[src/rtl/switch_irq_sequencer.sv]
// switch_irq_sequencer
// Avalon-MM master for the 10-bit switch PIO. It programs the PIO IRQ mask,
// services the switch interrupt (read edge_capture, clear it, read levels)
// and presents one event word per serviced interrupt on a valid/ready
// stream. The PIO returns readdata one cycle after the address is driven,
// so every read is followed by a cycle in which that data is sampled.
module switch_irq_sequencer #(
   parameter int                DATA_W        = 10,
   parameter logic [DATA_W-1:0] IRQ_MASK_INIT = 10'h3FF,
   parameter int                CNT_W         = 16
) (
   input  logic              clk,
   input  logic              reset_n,
   output logic [1:0]        avm_address,
   output logic              avm_chipselect,
   output logic              avm_write_n,
   output logic [31:0]       avm_writedata,
   input  logic [31:0]       avm_readdata,
   input  logic              irq,
   input  logic              cfg_mask_valid,
   input  logic [DATA_W-1:0] cfg_mask,
   output logic              cfg_mask_ready,
   output logic              evt_valid,
   input  logic              evt_ready,
   output logic [DATA_W-1:0] evt_edges,
   output logic [DATA_W-1:0] evt_level,
   output logic [CNT_W-1:0]  evt_count,
   output logic              busy
);

   // PIO register map
   localparam logic [1:0] ADDR_DATA = 2'd0;
   localparam logic [1:0] ADDR_MASK = 2'd2;
   localparam logic [1:0] ADDR_ECAP = 2'd3;

   typedef enum logic [2:0] {
      S_MASK = 3'd0,
      S_IDLE = 3'd1,
      S_RCAP = 3'd2,
      S_CLR  = 3'd3,
      S_RDAT = 3'd4,
      S_LAT  = 3'd5,
      S_OUT  = 3'd6
   } state_t;

   // One registered Avalon command: everything the master drives on the bus.
   typedef struct packed {
      logic        cs;
      logic        wn;
      logic [1:0]  addr;
      logic [31:0] wd;
   } bus_t;

   // Zero-extend a PIO-width value onto the 32-bit write bus.
   function automatic logic [31:0] pad_word(input logic [DATA_W-1:0] v);
      pad_word = {{(32-DATA_W){1'b0}}, v};
   endfunction

   // Bus at rest: not selected, write strobe inactive, address parked at 0.
   function automatic bus_t bus_idle();
      bus_t b;
      b.cs   = 1'b0;
      b.wn   = 1'b1;
      b.addr = 2'd0;
      b.wd   = 32'd0;
      return b;
   endfunction

   // Single-cycle write of data to a PIO register.
   function automatic bus_t bus_write(input logic [1:0] a, input logic [31:0] d);
      bus_t b;
      b.cs   = 1'b1;
      b.wn   = 1'b0;
      b.addr = a;
      b.wd   = d;
      return b;
   endfunction

   // Single-cycle read of a PIO register.
   function automatic bus_t bus_read(input logic [1:0] a);
      bus_t b;
      b.cs   = 1'b1;
      b.wn   = 1'b1;
      b.addr = a;
      b.wd   = 32'd0;
      return b;
   endfunction

   state_t              state_q;
   bus_t                bus_q;
   logic [DATA_W-1:0]   mask_q;
   logic [DATA_W-1:0]   edges_q;
   logic [DATA_W-1:0]   level_q;
   logic [CNT_W-1:0]    count_q;
   logic                evt_valid_q;
   logic                cfg_ready_q;
   logic                busy_q;
   logic [DATA_W-1:0]   rd_field_s;
   logic                unused_rd_s;

   // Only the low PIO-width bits of readdata carry information.
   assign rd_field_s  = avm_readdata[DATA_W-1:0];
   assign unused_rd_s = ^avm_readdata[31:DATA_W];

   // Sequencer FSM; every output is registered on the transition into the
   // state that owns it, so the bus shows a state's command during that state.
   always_ff @(posedge clk or negedge reset_n) begin
      if (!reset_n) begin
         state_q     <= S_MASK;
         bus_q       <= bus_idle();
         mask_q      <= IRQ_MASK_INIT;
         edges_q     <= {DATA_W{1'b0}};
         level_q     <= {DATA_W{1'b0}};
         count_q     <= {CNT_W{1'b0}};
         evt_valid_q <= 1'b0;
         cfg_ready_q <= 1'b0;
         busy_q      <= 1'b1;
      end else begin
         cfg_ready_q <= 1'b0;
         case (state_q)
            S_MASK: begin
               // Entered from S_IDLE the write is already on the bus; coming
               // out of reset the bus is still idle, so issue the write now.
               if (bus_q.cs) begin
                  state_q <= S_IDLE;
                  bus_q   <= bus_idle();
                  busy_q  <= 1'b0;
               end else begin
                  state_q <= S_MASK;
                  bus_q   <= bus_write(ADDR_MASK, pad_word(mask_q));
                  busy_q  <= 1'b1;
               end
            end
            S_IDLE: begin
               // A pending reconfiguration wins over a pending interrupt.
               if (cfg_mask_valid) begin
                  mask_q      <= cfg_mask;
                  cfg_ready_q <= 1'b1;
                  state_q     <= S_MASK;
                  bus_q       <= bus_write(ADDR_MASK, pad_word(cfg_mask));
                  busy_q      <= 1'b1;
               end else if (irq) begin
                  state_q <= S_RCAP;
                  bus_q   <= bus_read(ADDR_ECAP);
                  busy_q  <= 1'b1;
               end else begin
                  state_q <= S_IDLE;
                  bus_q   <= bus_idle();
                  busy_q  <= 1'b0;
               end
            end
            S_RCAP: begin
               // Clearing with all ones also erases any capture bit that set
               // after the read was issued; that narrow window is accepted.
               state_q <= S_CLR;
               bus_q   <= bus_write(ADDR_ECAP, pad_word({DATA_W{1'b1}}));
               busy_q  <= 1'b1;
            end
            S_CLR: begin
               edges_q <= rd_field_s & mask_q;
               state_q <= S_RDAT;
               bus_q   <= bus_read(ADDR_DATA);
               busy_q  <= 1'b1;
            end
            S_RDAT: begin
               state_q <= S_LAT;
               bus_q   <= bus_idle();
               busy_q  <= 1'b1;
            end
            S_LAT: begin
               level_q <= rd_field_s;
               bus_q   <= bus_idle();
               // No enabled edge captured: the interrupt was spurious.
               if (edges_q == {DATA_W{1'b0}}) begin
                  state_q     <= S_IDLE;
                  evt_valid_q <= 1'b0;
                  busy_q      <= 1'b0;
               end else begin
                  state_q     <= S_OUT;
                  evt_valid_q <= 1'b1;
                  busy_q      <= 1'b1;
               end
            end
            S_OUT: begin
               bus_q <= bus_idle();
               if (evt_valid_q && evt_ready) begin
                  count_q     <= count_q + CNT_W'(1);
                  evt_valid_q <= 1'b0;
                  state_q     <= S_IDLE;
                  busy_q      <= 1'b0;
               end else begin
                  evt_valid_q <= 1'b1;
                  state_q     <= S_OUT;
                  busy_q      <= 1'b1;
               end
            end
            default: begin
               state_q     <= S_MASK;
               bus_q       <= bus_idle();
               evt_valid_q <= 1'b0;
               busy_q      <= 1'b1;
            end
         endcase
      end
   end

   assign avm_chipselect = bus_q.cs;
   assign avm_write_n    = bus_q.wn;
   assign avm_address    = bus_q.addr;
   assign avm_writedata  = bus_q.wd;
   assign cfg_mask_ready = cfg_ready_q;
   assign evt_valid      = evt_valid_q;
   assign evt_edges      = edges_q;
   assign evt_level      = level_q;
   assign evt_count      = count_q;
   assign busy           = busy_q;

endmodule

[config.mk]
export PLATFORM = sky130hd
export DESIGN_NAME = switch_irq_sequencer
export DESIGN_NICKNAME = d
export VERILOG_FILES = /design/src/rtl/switch_irq_sequencer.sv
export SDC_FILE = /design/constraint.sdc
export NUM_CORES = 1
export LEC_CHECK = 0
export ABC_CLOCK_PERIOD_IN_PS = 3400
export BUFFER_PORTS_ARGS = -buffer_cell sky130_fd_sc_hd__clkbuf_2
export CAP_MARGIN = 20
export CORE_AREA = 2 2 57 113
export CTS_BUF_LIST = sky130_fd_sc_hd__clkbuf_4 sky130_fd_sc_hd__clkbuf_8 sky130_fd_sc_hd__clkbuf_16
export DETAILED_ROUTE_END_ITERATION = 10
export DIE_AREA = 0 0 59 115
export GPL_ROUTABILITY_DRIVEN = 0
export PLACE_DENSITY = 0.82
export SLEW_MARGIN = 20
export SYNTH_ARGS = -nofsm -noshare
export SYNTH_HDL_FRONTEND = slang
export SYNTH_SLANG_ARGS = --single-unit
[constraint.sdc]
create_clock -name clk -period 3.4 [get_ports clk]
set_clock_uncertainty 0.05 [all_clocks]
set_input_delay 0.51 -clock clk [delete_from_list [all_inputs] [get_ports clk]]
set_output_delay 0.51 -clock clk [all_outputs]
set_load 0.005 [all_outputs]
==> impl_metrics.csv, run 1 <==
group,metric,value,unit
worst_setup_path,reg2reg_depth,4,
detailed_routing,dr_total_vias,2010,
worst_setup_path,reg2reg_to,"mask_q[5]$_DFFE_PN1P_",
detailed_routing,antenna_violating_nets_post_route,0,
detailed_routing,routed_length_on_met1,2456,um
power_and_ir_drop,clkPwrFrac,27.2,%
place,portBuffers,77,
finish,layout-drive-gt1-share,41.34,%
yosys,top_cells_by_area_in_the_synthesized_netlist,"dfrtp_1, dfstp_2, mux2_2",
yosys,yosysWarningCount,0,
worst_setup_path,setup.worst_path.start_class,"flip-flop",
global_route,groute.usage.overall,18.68,%
finish,antennaDiodeCount,0,
global_route,global_route_wire_length_before_repair,9480,um
clocking,cts_post_setup_buffers_inserted,0,
sta,rsz_0062_raised_after_global_routing,"no",
run,maxCapViolations,0,
sta,fin_crit,2.283,ns
power_and_ir_drop,worst_ir_drop_vdd,547.8,uV
die,design.die.area,0.006785,sq mm
sta,final-setup-viol-count,0,
global_route,grt_antenna_before_repair,0,
finish,fillCellCount,496,
worst_setup_path,critPathArrivalTime,2.48,ns
yosys,synthesis.area_per_instance,12.01,sq um
power_and_ir_drop,int_power,0.002076,W
sta,final_hold_viol_count,0,
yosys,synthesis.area,0.002943,sq mm
sta,period_share,67.15,%
detailed_routing,drt-initial-drc-count,67,
global_route,globalRouteOverflowTotal,0,
clocking,cts_tree,"built",
detailed_routing,route.detailed.wl_per_inst,14.84,um
worst_setup_path,crit_path_max_delay_cell_type,"nor2_2",
finish,area.growth.synth_to_final,20.58,%
worst_setup_path,crit_path_end,"mask_q[5]$_DFFE_PN1P_",
die,io-pin-count,122,
clocking,htreeDepth,3,
sta,report.final.slew_viol_count,0,
power_and_ir_drop,power.combinational.fraction,27.9,%
detailed_routing,maxUsedRoutingLayer,"met4",
place,post-place-cells,376,
power_and_ir_drop,p_sw_share,31.52,%
clocking,ctsHoldBuffers,0,
yosys,post-synth-top-area-fraction,45.92,%
die,dieWidth,59,um
die,num_rows,40,
worst_setup_path,critical_path_class,"reg -> reg",
clocking,ctsResizeCount,0,
yosys,synth_sequential_area_ratio,56.63,%
power_and_ir_drop,pwr_density_cell,854.2,mW/mm^2
place,dp.final_hpwl,4247,um
finish,final-instance-count-excl-fill,392,
detailed_routing,finalWirelength,5816,um
die,floorplan.core_area,0.005906,sq mm
worst_setup_path,setup.worst_path.start,"state_q[0]$_DFF_PN0_",
die,floorplan.die.height,115,um
global_route,first_global_vias,1942,
worst_setup_path,crit-reg2reg-launch,"state_q[0]$_DFF_PN0_",
finish,design_area,0.003548,sq mm
sta,final.setup.tns,0,ns
worst_setup_path,reg2reg_setup_slack,1.12,ns
yosys,ys_seq_elements,66,
detailed_routing,met3RoutedLength,340,um
clocking,cts_buffers,9,
yosys,synth_top_cell_by_area,"dfrtp_1",
worst_setup_path,critical_path.top_delay_family,"simple AND/OR/NAND/NOR gates",
worst_setup_path,path_cells,"nor2b_2 -> nand2_1 -> nor2_2 -> mux2_2",
detailed_routing,vias_per_cell,5.128,
clocking,clk_pin_slew_worst_setup_hold_paths,0.05,ns
status,status,"complete, no violations",
power_and_ir_drop,power_frac_seq,44.9,%
finish,final_net_count,372,
place,placedInstanceArea,0.003278,sq mm
die,initial_utilization,49.83,%
detailed_routing,route.met2.wl,2893,um
worst_setup_path,worst_path_largest_cell_delay,0.66,ns
clocking,clock_path_buffers,2,
power_and_ir_drop,power_leakage,1.812,nW
global_route,maximum_number_of_pins_on_one_net_before_global_route_repair,46,
worst_setup_path,cp.depth,4,
worst_setup_path,endpoint_kind,"flip-flop",
sta,max_freq,438.0,MHz
sta,slew_headroom,44.15,%
sta,tightest_slew,0.8368,ns
clocking,cts-root-buf,"clkbuf_16",
yosys,syn-instance-count,245,
power_and_ir_drop,power.switching,0.0009553,W
detailed_routing,firstDrtPassIters,5,
clocking,clock_sink_count,66,
worst_hold_path,min_path_type,"in -> async",
yosys,synth_cell_types,41,
clocking,insertion_delay,0.32,ns
worst_setup_path,worst-endpoint-required,3.60,ns
worst_setup_path,critical_path_buf_inv_count,0,
detailed_routing,drc,0,
worst_setup_path,path_max_fanout,21,
[how the worst min path moves through the flow]
stage	from	end	slack [ns]	depth (start not counted)
finish	reset_n	avm_writedata[4]$_DFF_PN0_	0.12	1
global route	reset_n	avm_writedata[7]$_DFF_PN0_	0.17	1
CTS	reset_n	avm_writedata[9]$_DFF_PN0_	0.32	1
detailed placement	evt_count[15]$_DFFE_PN0P_	evt_count[15]$_DFFE_PN0P_	0.41	1
global placement	evt_count[15]$_DFFE_PN0P_	evt_count[15]$_DFFE_PN0P_	0.41	1
floorplan	reset_n	avm_address[0]$_DFF_PN0_	0.16	0
[cell usage after synthesis, drive strengths merged]
library cell,n
dfrtp,54
nand2,35
buf,28
mux2,22
o21ai,14
dfstp,12
nor2,11
a221o,10
xnor2,10
nand3,6
nor4,5
xor2,5
a21oi,4
a21o,3
clkbuf,3
nand2b,3
and4,2
nand3b,2
nand4,2
nor2b,2
a31oi,1
a41oi,1
and2,1
and3,1
conb,1
ha,1
inv,1
nor3,1
o221ai,1
o22ai,1
or2,1
or3,1
[cell usage in the layout, fill, tap and decap left out, types with 3 or more instances in the layout]
master	Yosys	layout
clkbuf_2	0	76
dfrtp_1	54	54
nand2_1	35	35
conb_1	1	22
mux2_2	20	20
o21ai_0	12	12
dfstp_2	12	12
a221o_1	10	10
xnor2_1	10	10
clkbuf_16	0	9
nor2_1	8	8
nand3_1	6	6
xor2_1	5	5
a21oi_1	4	4
clkinv_2	0	4
nand2b_1	3	3
a21o_1	3	3
nor2_2	3	3
nor4_4	3	3
clkbuf_4	0	3
[power by group through the flow]
stage / clock network, W / registers [W] / logic (W)
after detailed placement: 0 / 0.00137 / 0.000856
after global routing: 0.000875 / 0.00140 / 0.000953
after CTS: 0.000843 / 0.00136 / 0.000861
after floorplan: 0 / 0.00129 / 0.000610
after global placement: 0 / 0.00134 / 0.000823
final: 0.000824 / 0.00136 / 0.000846
[sequential cells by signal, summed over array words and instances, names as in the netlist]
| signal | count |
|---|---|
| busy | 1 |
| cfg_mask_ready | 1 |
| evt_valid | 1 |
| avm_writedata | 10 |
| evt_count | 16 |
| avm_write_n | 1 |
| mask_q | 10 |
| evt_edges | 10 |
| state_q | 3 |
| avm_address | 2 |
| avm_chipselect | 1 |
| evt_level | 10 |
[per-stage QoR]
| step | hold WS (ns) | setup slack [ns] | total power (W) | utilization (%) |
|---|---|---|---|---|
| after floorplan | 0.1644 | 1.847 | 0.001896 | - |
| after global placement | 0.4101 | 1.226 | 0.002168 | 55.51 |
| after detailed placement | 0.4148 | 1.120 | 0.002225 | 55.51 |
| after CTS | 0.3232 | 1.121 | 0.003065 | 60.04 |
| after global routing | 0.1736 | 0.9086 | 0.003233 | 60.08 |
| final | 0.1228 | 1.117 | 0.003031 | 60.08 |
[per-layer routing]
metal / vias up / track usage (%)
met1: 961 / 25.56
met4: 0 / 7.727
met2: 74 / 27.41
met3: 10 / 5.849
li1: 965 / -
met5: - / 0
[layout make-up]
cell class / count / area (sq um) / area share (%)
clock buffer: 12 / 247.7 / 6.982
clock inverter: 4 / 20.02 / 0.5642
inverter: 1 / 3.754 / 0.1058
multi-input combinational: 168 / 1136 / 32.02
sequential: 66 / 1667 / 46.97
tap: 63 / 78.83 / 2.221
timing repair buffer: 78 / 395.4 / 11.14
[cell families after synthesis]
logic type / after synthesis / synth area share (%)
AND/OR/NAND/NOR: 73 / 14.24
flip-flops: 66 / 56.63
AO/OA/AOI/OAI: 35 / 8.249
buffers and inverters: 32 / 7.440
multiplexers: 22 / 8.418
XOR/XNOR: 15 / 4.464
adder cells (fa/ha/maj): 1 / 0.4251
other: 1 / 0.1274
Note: power is estimated with default switching activity, not from simulation.
==> run 2, diff against run 1 <==
--- a/config.mk
+++ b/config.mk
@@ -5,15 +5,15 @@
 export SDC_FILE = /design/constraint.sdc
 export NUM_CORES = 1
 export LEC_CHECK = 0
-export ABC_CLOCK_PERIOD_IN_PS = 3400
+export ABC_CLOCK_PERIOD_IN_PS = 2000
 export BUFFER_PORTS_ARGS = -buffer_cell sky130_fd_sc_hd__clkbuf_2
 export CAP_MARGIN = 20
-export CORE_AREA = 2 2 57 113
+export CORE_AREA = 2 2 62 122
 export CTS_BUF_LIST = sky130_fd_sc_hd__clkbuf_4 sky130_fd_sc_hd__clkbuf_8 sky130_fd_sc_hd__clkbuf_16
 export DETAILED_ROUTE_END_ITERATION = 10
-export DIE_AREA = 0 0 59 115
+export DIE_AREA = 0 0 64 124
 export GPL_ROUTABILITY_DRIVEN = 0
-export PLACE_DENSITY = 0.82
+export PLACE_DENSITY = 0.74
 export SLEW_MARGIN = 20
 export SYNTH_ARGS = -nofsm -noshare
 export SYNTH_HDL_FRONTEND = slang
==> constraint.sdc (replaced) <==
create_clock -name clk -period 2 [get_ports clk]
set_clock_uncertainty 0.05 [all_clocks]
set_input_delay 0.3 -clock clk [delete_from_list [all_inputs] [get_ports clk]]
set_output_delay 0.3 -clock clk [all_outputs]
set_load 0.005 [all_outputs]
==> run 2 against run 1 <==
Net effect: clock power is 95% higher; combinational power up 87%; worst setup slack lost 0.91 ns; first-iteration DRC count is 58% higher; highest routed layer unchanged; register-to-register slack got worse by 0.91 ns; global-route usage shrank 1.3 points; non-clock buffer count increased by 6; critical path depth fell by 1; wire length is 8.5% higher.
==> impl_metrics.csv, run 2 (synthesis gave the netlist of run 1 again) <==
group,metric,value,unit
status,status,"complete, no violations",
finish,most_frequent_cells_in_the_layout,"clkbuf_2, dfrtp_1, nand2_1, conb_1, mux2_2",
finish,area.growth.synth_to_final,25.55,%
worst_setup_path,critical_path_class,"reg -> reg",
die,initial_utilization,42.40,%
finish,multi_input_comb_area,0.001136,sq mm
die,floorplan.die.height,124,um
place,portBuffers,77,
sta,rsz_0062_raised_after_global_routing,"no",
sta,fin_ws,0.2114,ns
power_and_ir_drop,p_sw_share,30.46,%
global_route,grt_antenna_before_repair,0,
detailed_routing,dr_total_vias,2062,
finish,mostFrequentLayoutCell,"clkbuf_2",
global_route,maximum_number_of_pins_on_one_net_before_global_route_repair,67,
finish,ff_latch_area,0.001667,sq mm
place,dp.final_hpwl,4661,um
worst_setup_path,setup.worst_path.start_class,"flip-flop",
finish,fillCellCount,615,
power_and_ir_drop,power_frac_seq,41.6,%
place,placement.setup.worst_slack,0.1952,ns
sta,final.setup.tns,0,ns
worst_setup_path,worst_path_largest_cell_delay,0.69,ns
detailed_routing,maxUsedRoutingLayer,"met4",
sta,max_freq,559.1,MHz
global_route,first_global_vias,2085,
power_and_ir_drop,power.combinational.fraction,29.0,%
finish,layout-drive-gt1-share,42.09,%
die,floorplan.core_area,0.006940,sq mm
detailed_routing,drt-initial-drc-count,106,
place,placedInstanceArea,0.003374,sq mm
sta,tightest_slew,0.8743,ns
global_route,global_route_wire_length_before_repair,10090,um
power_and_ir_drop,totalPowerFinal,0.005458,W
clocking,htreeDepth,3,
worst_setup_path,critPathArrivalTime,2.00,ns
detailed_routing,route.met2.wl,3618,um
worst_hold_path,min_path_type,"in -> reg",
worst_setup_path,endpoint_kind,"flip-flop",
detailed_routing,routed_length_on_met1,2238,um
sta,final_hold_viol_count,0,
clocking,clock_path_buffers,2,
clocking,cts_tree,"built",
finish,number_of_flip_flops_in_the_largest_register,16,
detailed_routing,firstDrtPassIters,4,
sta,slew_headroom,41.50,%
global_route,groute.usage.overall,17.33,%
worst_setup_path,worst-endpoint-required,2.21,ns
detailed_routing,vias_per_cell,4.852,
clocking,cts_buffers,9,
clocking,clk_pin_slew_worst_setup_hold_paths,0.05,ns
clocking,cts_post_setup_buffers_inserted,0,
power_and_ir_drop,pwr_density_cell,1477,mW/mm^2
detailed_routing,antenna_violating_nets_post_route,0,
power_and_ir_drop,power_leakage,1.865,nW
detailed_routing,route.detailed.wl_per_inst,14.85,um
die,num_rows,43,
sta,period_share,89.43,%
die,design.die.area,0.007936,sq mm
power_and_ir_drop,int_power,0.003795,W
sta,whs,0.1623,ns
clocking,ctsResizeCount,0,
detailed_routing,met3RoutedLength,329,um
power_and_ir_drop,worst_ir_drop_vdd,882.5,uV
sta,final-setup-viol-count,0,
finish,design_area,0.003695,sq mm
worst_setup_path,path_max_fanout,10,
die,dieWidth,64,um
worst_setup_path,path_cells,"nand2b_1 -> nor2_1 -> a221o_1",
power_and_ir_drop,clkPwrFrac,29.4,%
finish,antennaDiodeCount,0,
sta,report.final.slew_viol_count,0,
clocking,cts-root-buf,"clkbuf_16",
detailed_routing,finalWirelength,6310,um
run,maxCapViolations,0,
sta,fin_crit,1.789,ns
worst_setup_path,crit_path_max_delay_cell_type,"nor2_1",
power_and_ir_drop,power.switching,0.001662,W
global_route,globalRouteOverflowTotal,0,
clocking,clock_sink_count,66,
detailed_routing,drc,0,
clocking,insertion_delay,0.33,ns
worst_setup_path,reg2reg_setup_slack,0.21,ns
die,io-pin-count,122,
finish,final_net_count,378,
-- run 2: cell count changes in the layout (fill, tap and decap cells not counted), sizes merged --
cell / delta
buf: +5
clkinv: -3
clkbuf: +2
bufinv: +1
dlygate4sd3: +1
-- run 2: power by group through the flow --
stage	combinational, W	sequential [W]	clock [W]
floorplan	0.00104	0.00219	0
global placement	0.00156	0.00227	0
detailed placement	0.00161	0.00229	0
CTS	0.00162	0.00228	0.00163
global route	0.00176	0.00234	0.00169
finish	0.00158	0.00227	0.00161
-- run 2: timing repair --
item	CTS	global route
endpoints found under the hold margin	54	0
endpoints found under the setup margin	0	0
hold buffers	1	0
-- run 2: layer usage --
| layer | global-route usage [%] | up-vias |
|---|---|---|
| li1 | - | 976 |
| met1 | 17.55 | 1012 |
| met2 | 32.03 | 64 |
| met3 | 4.517 | 10 |
| met4 | 8.832 | 0 |
| met5 | 0 | - |
-- run 2: final timing paths --
path	cells past startpoint	start	endpoint
max in group asynchronous	3	reset_n	mask_q[1]$_DFFE_PN1P_
min in group asynchronous	3	reset_n	evt_count[5]$_DFFE_PN0P_
worst min-delay path	3	avm_readdata[5]	evt_edges[5]$_DFFE_PN0P_
worst max register to register	3	state_q[1]$_DFF_PN0_	avm_writedata[0]$_DFF_PN0_
worst min register to register	1	evt_count[15]$_DFFE_PN0P_	evt_count[15]$_DFFE_PN0P_
worst max-delay path	3	state_q[1]$_DFF_PN0_	avm_writedata[0]$_DFF_PN0_
-- run 2: worst max-delay path, delay by kind of cell, from the launching register on --
family / cells / cell delay, ns
AND/OR/NAND/NOR: 2 / 0.86
flip-flops: 1 / 0.58
AO/OA/AOI/OAI: 1 / 0.22
-- run 2: layout make-up --
type / count / share of cell area (%)
multi-input cells: 168 / 30.75
clock buffers: 14 / 7.450
inverters: 1 / 0.1016
repair buffers: 84 / 12.60
clock inverters: 2 / 0.9482
flip-flops and latches: 66 / 45.11
well taps: 90 / 3.048
-- run 2: stage by stage --
| stage | utilization (%) | std cells |
|---|---|---|
| after floorplan | - | 266 |
| after global placement | 48.62 | 408 |
| after detailed placement | 48.62 | 408 |
| after CTS | 53.24 | 425 |
| after global routing | 53.24 | 425 |
| final | 53.24 | 425 |
